$ cat config.mk
export PLATFORM = sky130hd
export DESIGN_NAME = pc_sequencer
export DESIGN_NICKNAME = d
export VERILOG_FILES = /design/src/rtl/pc_sequencer.sv
export SDC_FILE = /design/constraint.sdc
export NUM_CORES = 1
export LEC_CHECK = 0
export ABC_AREA = 0
export CAP_MARGIN = 0
export CORE_MARGIN = 2
export CORE_UTILIZATION = 45
export CTS_CLUSTER_DIAMETER = 30
export DETAILED_ROUTE_END_ITERATION = 10
export PLACE_DENSITY = 0.72
export SLEW_MARGIN = 40
export SYNTH_ARGS = -nofsm -noshare
export SYNTH_HDL_FRONTEND = slang
export SYNTH_SLANG_ARGS = --single-unit
$ cat constraint.sdc
create_clock -name clk -period 4.3 [get_ports clk]
set_clock_uncertainty 0.1 [all_clocks]
set_input_delay 0.43 -clock clk [delete_from_list [all_inputs] [get_ports clk]]
set_output_delay 0.43 -clock clk [all_outputs]
set_load 0.05 [all_outputs]
$ cat src/rtl/pc_sequencer.sv
`default_nettype none
// ============================================================================
//  Module      : pc_sequencer
//  Description : Multi-cycle sequencer for the program-counter datapath.
//                Fetches each instruction from a handshaked instruction
//                memory, then executes it. In the execute cycle it drives
//                the PC-update enable, the branch select and the
//                register-file commit strobe. It also keeps saturating
//                counters of active cycles and retired instructions.
//  Revision    : 1.0 - initial release
// ----------------------------------------------------------------------------
//  Parameters
//    WIDTH      : width of the cycles / instret counters
//    TIMEOUT    : consecutive non-ready FETCH cycles tolerated; the next
//                 cycle after the TIMEOUT-th one is FAULT (must be >= 1)
//  Ports
//    clk        : system clock, rising edge
//    rst        : asynchronous reset, active low
//    start      : level; leaves IDLE when high (ignored elsewhere)
//    imem_ready : instruction memory holds valid data for the current PC
//    branch     : decoded instruction is a conditional branch
//    eq         : ALU equal/zero flag for the current instruction
//    halt_instr : decoded instruction is ecall/ebreak
//    stall      : external hold request while executing
//    imem_req   : fetch request for the current PC
//    pc_we      : PC register update enable
//    PCsrc      : 0 = PC+4, 1 = PC+ImmOp (forced 0 when pc_we is 0)
//    commit_en  : register-file write enable gate
//    halted     : high while in HALT
//    fault      : high while in FAULT (fetch timeout)
//    state      : encoded FSM state (IDLE=0 FETCH=1 EXEC=2 HALT=3 FAULT=4)
//    cycles     : saturating count of FETCH/EXEC cycles
//    instret    : saturating count of retired instructions
// ============================================================================
module pc_sequencer #(
    parameter int WIDTH   = 32,
    parameter int TIMEOUT = 15
) (
    input  logic             clk,
    input  logic             rst,
    input  logic             start,
    input  logic             imem_ready,
    input  logic             branch,
    input  logic             eq,
    input  logic             halt_instr,
    input  logic             stall,
    output logic             imem_req,
    output logic             pc_we,
    output logic             PCsrc,
    output logic             commit_en,
    output logic             halted,
    output logic             fault,
    output logic [2:0]       state,
    output logic [WIDTH-1:0] cycles,
    output logic [WIDTH-1:0] instret
);

    // Wait counter only has to hold 0 .. TIMEOUT-1.
    localparam int c_WAIT_W = (TIMEOUT < 1) ? 1 : $clog2(TIMEOUT + 1);
    localparam logic [c_WAIT_W-1:0] c_WAIT_LAST = c_WAIT_W'(TIMEOUT - 1);

    typedef enum logic [2:0] {
        S_IDLE  = 3'd0,
        S_FETCH = 3'd1,
        S_EXEC  = 3'd2,
        S_HALT  = 3'd3,
        S_FAULT = 3'd4
    } state_t;

    state_t              r_state;
    state_t              w_state_nxt;
    logic [c_WAIT_W-1:0] r_wait_cnt;
    logic [c_WAIT_W-1:0] w_wait_nxt;
    logic [WIDTH-1:0]    r_cycles;
    logic [WIDTH-1:0]    r_instret;

    logic w_commit;
    logic w_active;

    // ------------------------------------------------------------------
    // State, wait counter and event counters
    // ------------------------------------------------------------------
    always_ff @(posedge clk or negedge rst) begin
        if (!rst) begin
            r_state    <= S_IDLE;
            r_wait_cnt <= '0;
            r_cycles   <= '0;
            r_instret  <= '0;
        end else begin
            r_state    <= w_state_nxt;
            r_wait_cnt <= w_wait_nxt;

            // Both counters stick at all-ones instead of wrapping.
            if (w_active && !(&r_cycles)) begin
                r_cycles <= r_cycles + WIDTH'(1);
            end
            // A saturated instret does not block the commit itself.
            if (w_commit && !(&r_instret)) begin
                r_instret <= r_instret + WIDTH'(1);
            end
        end
    end

    // ------------------------------------------------------------------
    // Next state and combinational outputs
    // ------------------------------------------------------------------
    always_comb begin
        w_state_nxt = r_state;
        w_wait_nxt  = '0;
        w_commit    = 1'b0;
        w_active    = 1'b0;
        imem_req    = 1'b0;
        halted      = 1'b0;
        fault       = 1'b0;

        case (r_state)
            S_IDLE: begin
                if (start) begin
                    w_state_nxt = S_FETCH;
                end
            end

            S_FETCH: begin
                imem_req = 1'b1;
                w_active = 1'b1;
                if (imem_ready) begin
                    // Zero wait states are legal: ready in the first
                    // FETCH cycle moves straight on.
                    w_state_nxt = S_EXEC;
                end else if (r_wait_cnt == c_WAIT_LAST) begin
                    // This is the TIMEOUT-th non-ready cycle in a row.
                    w_state_nxt = S_FAULT;
                end else begin
                    w_wait_nxt = r_wait_cnt + c_WAIT_W'(1);
                end
            end

            S_EXEC: begin
                w_active = 1'b1;
                // Stall outranks both halt and branch; a halting
                // instruction never commits and leaves the PC on itself.
                if (stall) begin
                    w_state_nxt = S_EXEC;
                end else if (halt_instr) begin
                    w_state_nxt = S_HALT;
                end else begin
                    w_commit    = 1'b1;
                    w_state_nxt = S_FETCH;
                end
            end

            S_HALT: begin
                halted = 1'b1;
            end

            S_FAULT: begin
                fault = 1'b1;
            end

            default: begin
                w_state_nxt = S_IDLE;
            end
        endcase
    end

    // PCsrc is gated by the commit so it is 0 whenever pc_we is 0.
    assign pc_we     = w_commit;
    assign commit_en = w_commit;
    assign PCsrc     = w_commit & branch & eq;
    assign state     = r_state;
    assign cycles    = r_cycles;
    assign instret   = r_instret;

endmodule
`default_nettype wire

Word level (Yosys, flattened, before mapping)
Index checks and enable logic that the tools add are counted.

word-level totals
  register bits after elaboration = 71
  bits of input ports = 8
  output and inout port bits = 73
  word-level logic and storage cells = 43

cells by class
  equality and inequality tests = 7
  mux-type cells = 16
  reductions and logical operators = 10
  bitwise operators = 3
  $add $sub $neg = 3

operators by type and width
  kind                     number
  $add A32 B1 Y32 const B  2
  $reduce_and A32 Y1       2
  $mux W4                  3
  $pmux W3 S4              1
  $mux W3                  3
  $mux W1                  7
  $eq A3 B2 Y1 const B     2
  $add A4 B1 Y4 const B    1
  $eq A4 B4 Y1 const B     1
  $mux W2                  2
  $reduce_or A2 Y1         2
  $eq A3 B1 Y1 const B     1
  $eq A3 B3 Y1 const B     1
  $logic_not A3 Y1         1
  $ne A3 B3 Y1 const B     1
  $reduce_and A3 Y1        1
  $and A1 B1 Y1            2
  $logic_and A1 B1 Y1      2
  $logic_not A1 Y1         2
  $ne A2 B2 Y1 const B     1
  $not A1 Y1               1

Longest topological paths before layout
  depth after elaboration = 5
  depth in mapped cells = 7
  depth with buffers taken out = 6

Worst setup path after synthesis
No wires, ideal clock.

  path type = reg2out
  from = reg r_state[0], in the netlist state[0]
  to = out PCsrc
  arrival = 2.442 ns
  stages on the path, launching flop included = 4
  path buffers = 0
  path slack = 1.328 ns
  data required time = 3.770 ns
  cell sequence = dfrtp_1 or3_4 nor2_1 and3_1

between the ends
  longest elaborated chain between the ends = 4

ends and longest elaborated chain
  item                         line  text
  start: declaration           70    state_t r_state;
  start signal: assignment     90    r_state <= w_state_nxt;
  $eq A3 B2 Y1                 116   case (r_state)
  $mux W1                      116
  via commit_en                50    output logic commit_en,
  $and A1 B1 Y1 (2 in series)  169   assign PCsrc = w_commit & branch & eq;
  end: declaration             49    output logic PCsrc,

The timed path passes the listed nets, and every way through them passes these cells.

Worst setup path in the final report
  from = in stall
  to = out PCsrc

between the ends
  longest elaborated chain between the ends = 4

ends and longest elaborated chain
  item                         line  text
  start: declaration           46    input logic stall,
  $mux W1                      142   if (stall) begin
  $mux W1                      116
  $and A1 B1 Y1 (2 in series)  169

Every way passes these cells.

==> results.md <==
- Top cell type's share of synthesized area: 0.5068
- PwrDens: 348.6 nW/um^2
- Most frequent CP cell: clkdlybuf4s50_1
- Ratio of cells with drive above 1 in the final layout: 0.07895
- Ordered cell list for the critical path: clkdlybuf4s50_1 > or3_4 > nor2_1 > and3_1 > clkdlybuf4s50_1
- Number of iterations in the first detailed-routing pass: 4
- Final Hold Viols: 0
- Arr. time, crit path: 2.62 ns
- Starting DRT DRC Count: 136
- Vias in the first global route: 2,746
- Starting density of the core: 0.4584
- Ranking of synthesized cells by area: dfrtp_1, xnor2_1, nand4_1, xor2_1, nand3_1
- FF+latch area: 1777 um^2
- DIE AREA: 8513 um^2
- Die Y: 92.27 um
- Final setup vio count: 0
- Commonest cells after routing, fill and taps aside: clkdlybuf4s50_1, dfrtp_1, xnor2_1
- Chip Width: 92.27 um
- Data required, critical path: 3.77 ns
- Worst slew margin: 0.5229
- Num CTS Buffers: 9
- Mean Syn Cell Area: 10.75 um^2
- Crit Path Max Fanout: 5
- CTS root buf: clkbuf_8
- Path type of the worst min-delay path: primary input to asynchronous set/reset pin
- Dpl hpwl: 5753 um
- Postcts setup bufs: 0
- H-tree levels: 3
- Number of flops mapped to enable cells by yosys: 0
- Initial antenna violation count: 0
- Via/cell ratio: 5.340
- Primary FF master, synth: dfrtp_1
- GRT overflow: 0
- Core Area: 7647 um^2
- Clk pin slew, worst setup/hold paths: 0.08 ns
- Final Power: 1.614 mW
- Critical path capture point type: output pin
- Startpoint Class: primary input
- Final period util: 0.7323
- WL/cell: 14.93 um
- Worst Path Buf+Inv: 2
- Worst reg2reg startpoint: cycles[0]
- Clk buf depth: 2
- Ys Warns: 0
- Cell family with most CP delay: buffers and inverters
- Synth async-reset ratio: 1.000
- Met3 usage: 0.05259
- Kind of critical path: primary input to output pin
- PortBufs: 80
- #FFs+latches synth: 71
- Measured slew at the worst slew-check pin: 0.7157 ns
- Clock Latency Late Sink: 0.35 ns
- First-pass GRT wire length: 13,120 um
- RSZ-0062 raised after global routing: no
- Minimum clock period: 3.149 ns
- Largest net degree at the start of global routing: 40
- Synth area leader: dfrtp_1
- Distinct cells, synth: 41
- GRT met1 Usage: 0.2491
- Seq/Total Area, Yosys: 0.5068
- Syn Nets: 338
- Top Ports: 81
- # diodes: 0
- Status: finished, final reports clean
- GRT met2 Usage: 0.3229
- CP Launch Point: stall
- Final wirelength: 7763 um
- Setup tns final: 0 ns
- ANT nets after route: 0
- Post-Syn Area: 3506 um^2
- Gr usage total: 0.1958
- Max Slew Vio Count: 0
- CP max stage cell: clkdlybuf4s50_1
- Max IR drop VDD: 0.0002029 V
- CTS resizes: 0
- Final nets: 425
- Static Leak: 1.860 nW
- Hold_buf cts: 0
- Via count: 2,777
- Syn Inst Count: 326
- CTS tree: built
- GP Congestion: 0.8483
- Area taken by multi-input logic gates: 1679 um^2
- # clock sinks: 71
- Maximum clock rate: 317.6 MHz
- Commonest non-fill, non-tap cell in the layout: clkdlybuf4s50_1
- CP max stage delay: 0.80 ns
- FP Rows: 32
- Filler instances: 648
- Layout area overhead: 32.05%
- Maxcap violations: 0
- # DRC: 0
- Gr busiest metal: met2
final timing paths:
| path | endpoint | slack (ns) | depth (start not counted) |
|---|---|---|---|
| min in group clk | cycles[8] | 0.40 | 1 |
| max reg2reg | cycles[1] | 1.96 | 5 |
| min reg2reg | cycles[8] | 0.40 | 1 |
| min | cycles[15] | 0.03 | 1 |
| max | PCsrc | 1.15 | 5 |
| max in group asynchronous | cycles[0] | 3.10 | 2 |
area by class of cell:
type                       instances  share of cell area
timing repair buffer              82              0.1751
clock buffer                      13             0.03649
multi-input combinational        242              0.3627
sequential                        71              0.3838
clock inverter                     3            0.008649
tap                              102             0.02757
inverter                           7            0.005676
synth_stat cells, types with 3 or more instances:
master,count
nor3_1,5
buf_2,5
and3_1,9
nor4_2,3
and2_1,4
nand2b_1,3
nor4_1,4
ha_1,4
nor2_1,24
nand3_1,22
xor2_1,15
a21oi_1,4
dfrtp_1,71
inv_1,7
nor3_2,3
xnor2_1,49
nand2_1,28
or3_1,3
and4_1,6
nand4_1,32
routing by layer:
layer,share of wire,up-vias
met2,0.49,78
met4,0.012,0
met5,0,-
li1,-,1326
met1,0.44,1364
met3,0.058,9
through the flow:
stage	area, um^2	hold slack, ns	worst slack, ns	utilization	std cells
floorplan	3506	0.03441	1.328	-	326
global route	4629	0.08733	1.107	0.6054	520
finish	4629	0.03052	1.151	0.6054	520
detailed placement	4420	0.3923	1.160	0.5780	504
global placement	4412	0.3717	1.193	0.5769	504
CTS	4629	0.05064	1.152	0.6054	520
worst reg2reg max path, cell delays in order (launching register included):
cell and delay (ns):
dfrtp_1 0.44, ha_1 0.22, nand4_1 0.22, nor4_1 0.52, a31oi_4 0.35, mux2_2 0.37
where the power goes:
part | leakage (nW) | switching, mW | internal, mW
Clock | 0.109 | 0.248 | 0.314
Sequential | 0.970 | 0.0544 | 0.704
Combinational | 0.780 | 0.192 | 0.101
Total | 1.86 | 0.495 | 1.12
flip-flops by register name, indices dropped and copies added (netlist names):
signal / flops
cycles: 32
r_wait_cnt: 4
state: 3
instret: 32
cell families after synthesis:
logic type / share of synthesized area
multiplexers: 0.006424
adder cells (fa/ha/maj): 0.01428
buffers and inverters: 0.01677
XOR/XNOR: 0.1599
flip-flops: 0.5068
AND/OR/NAND/NOR: 0.2655
AO/OA/AOI/OAI: 0.03033
Power figures use the tool's default switching activity.
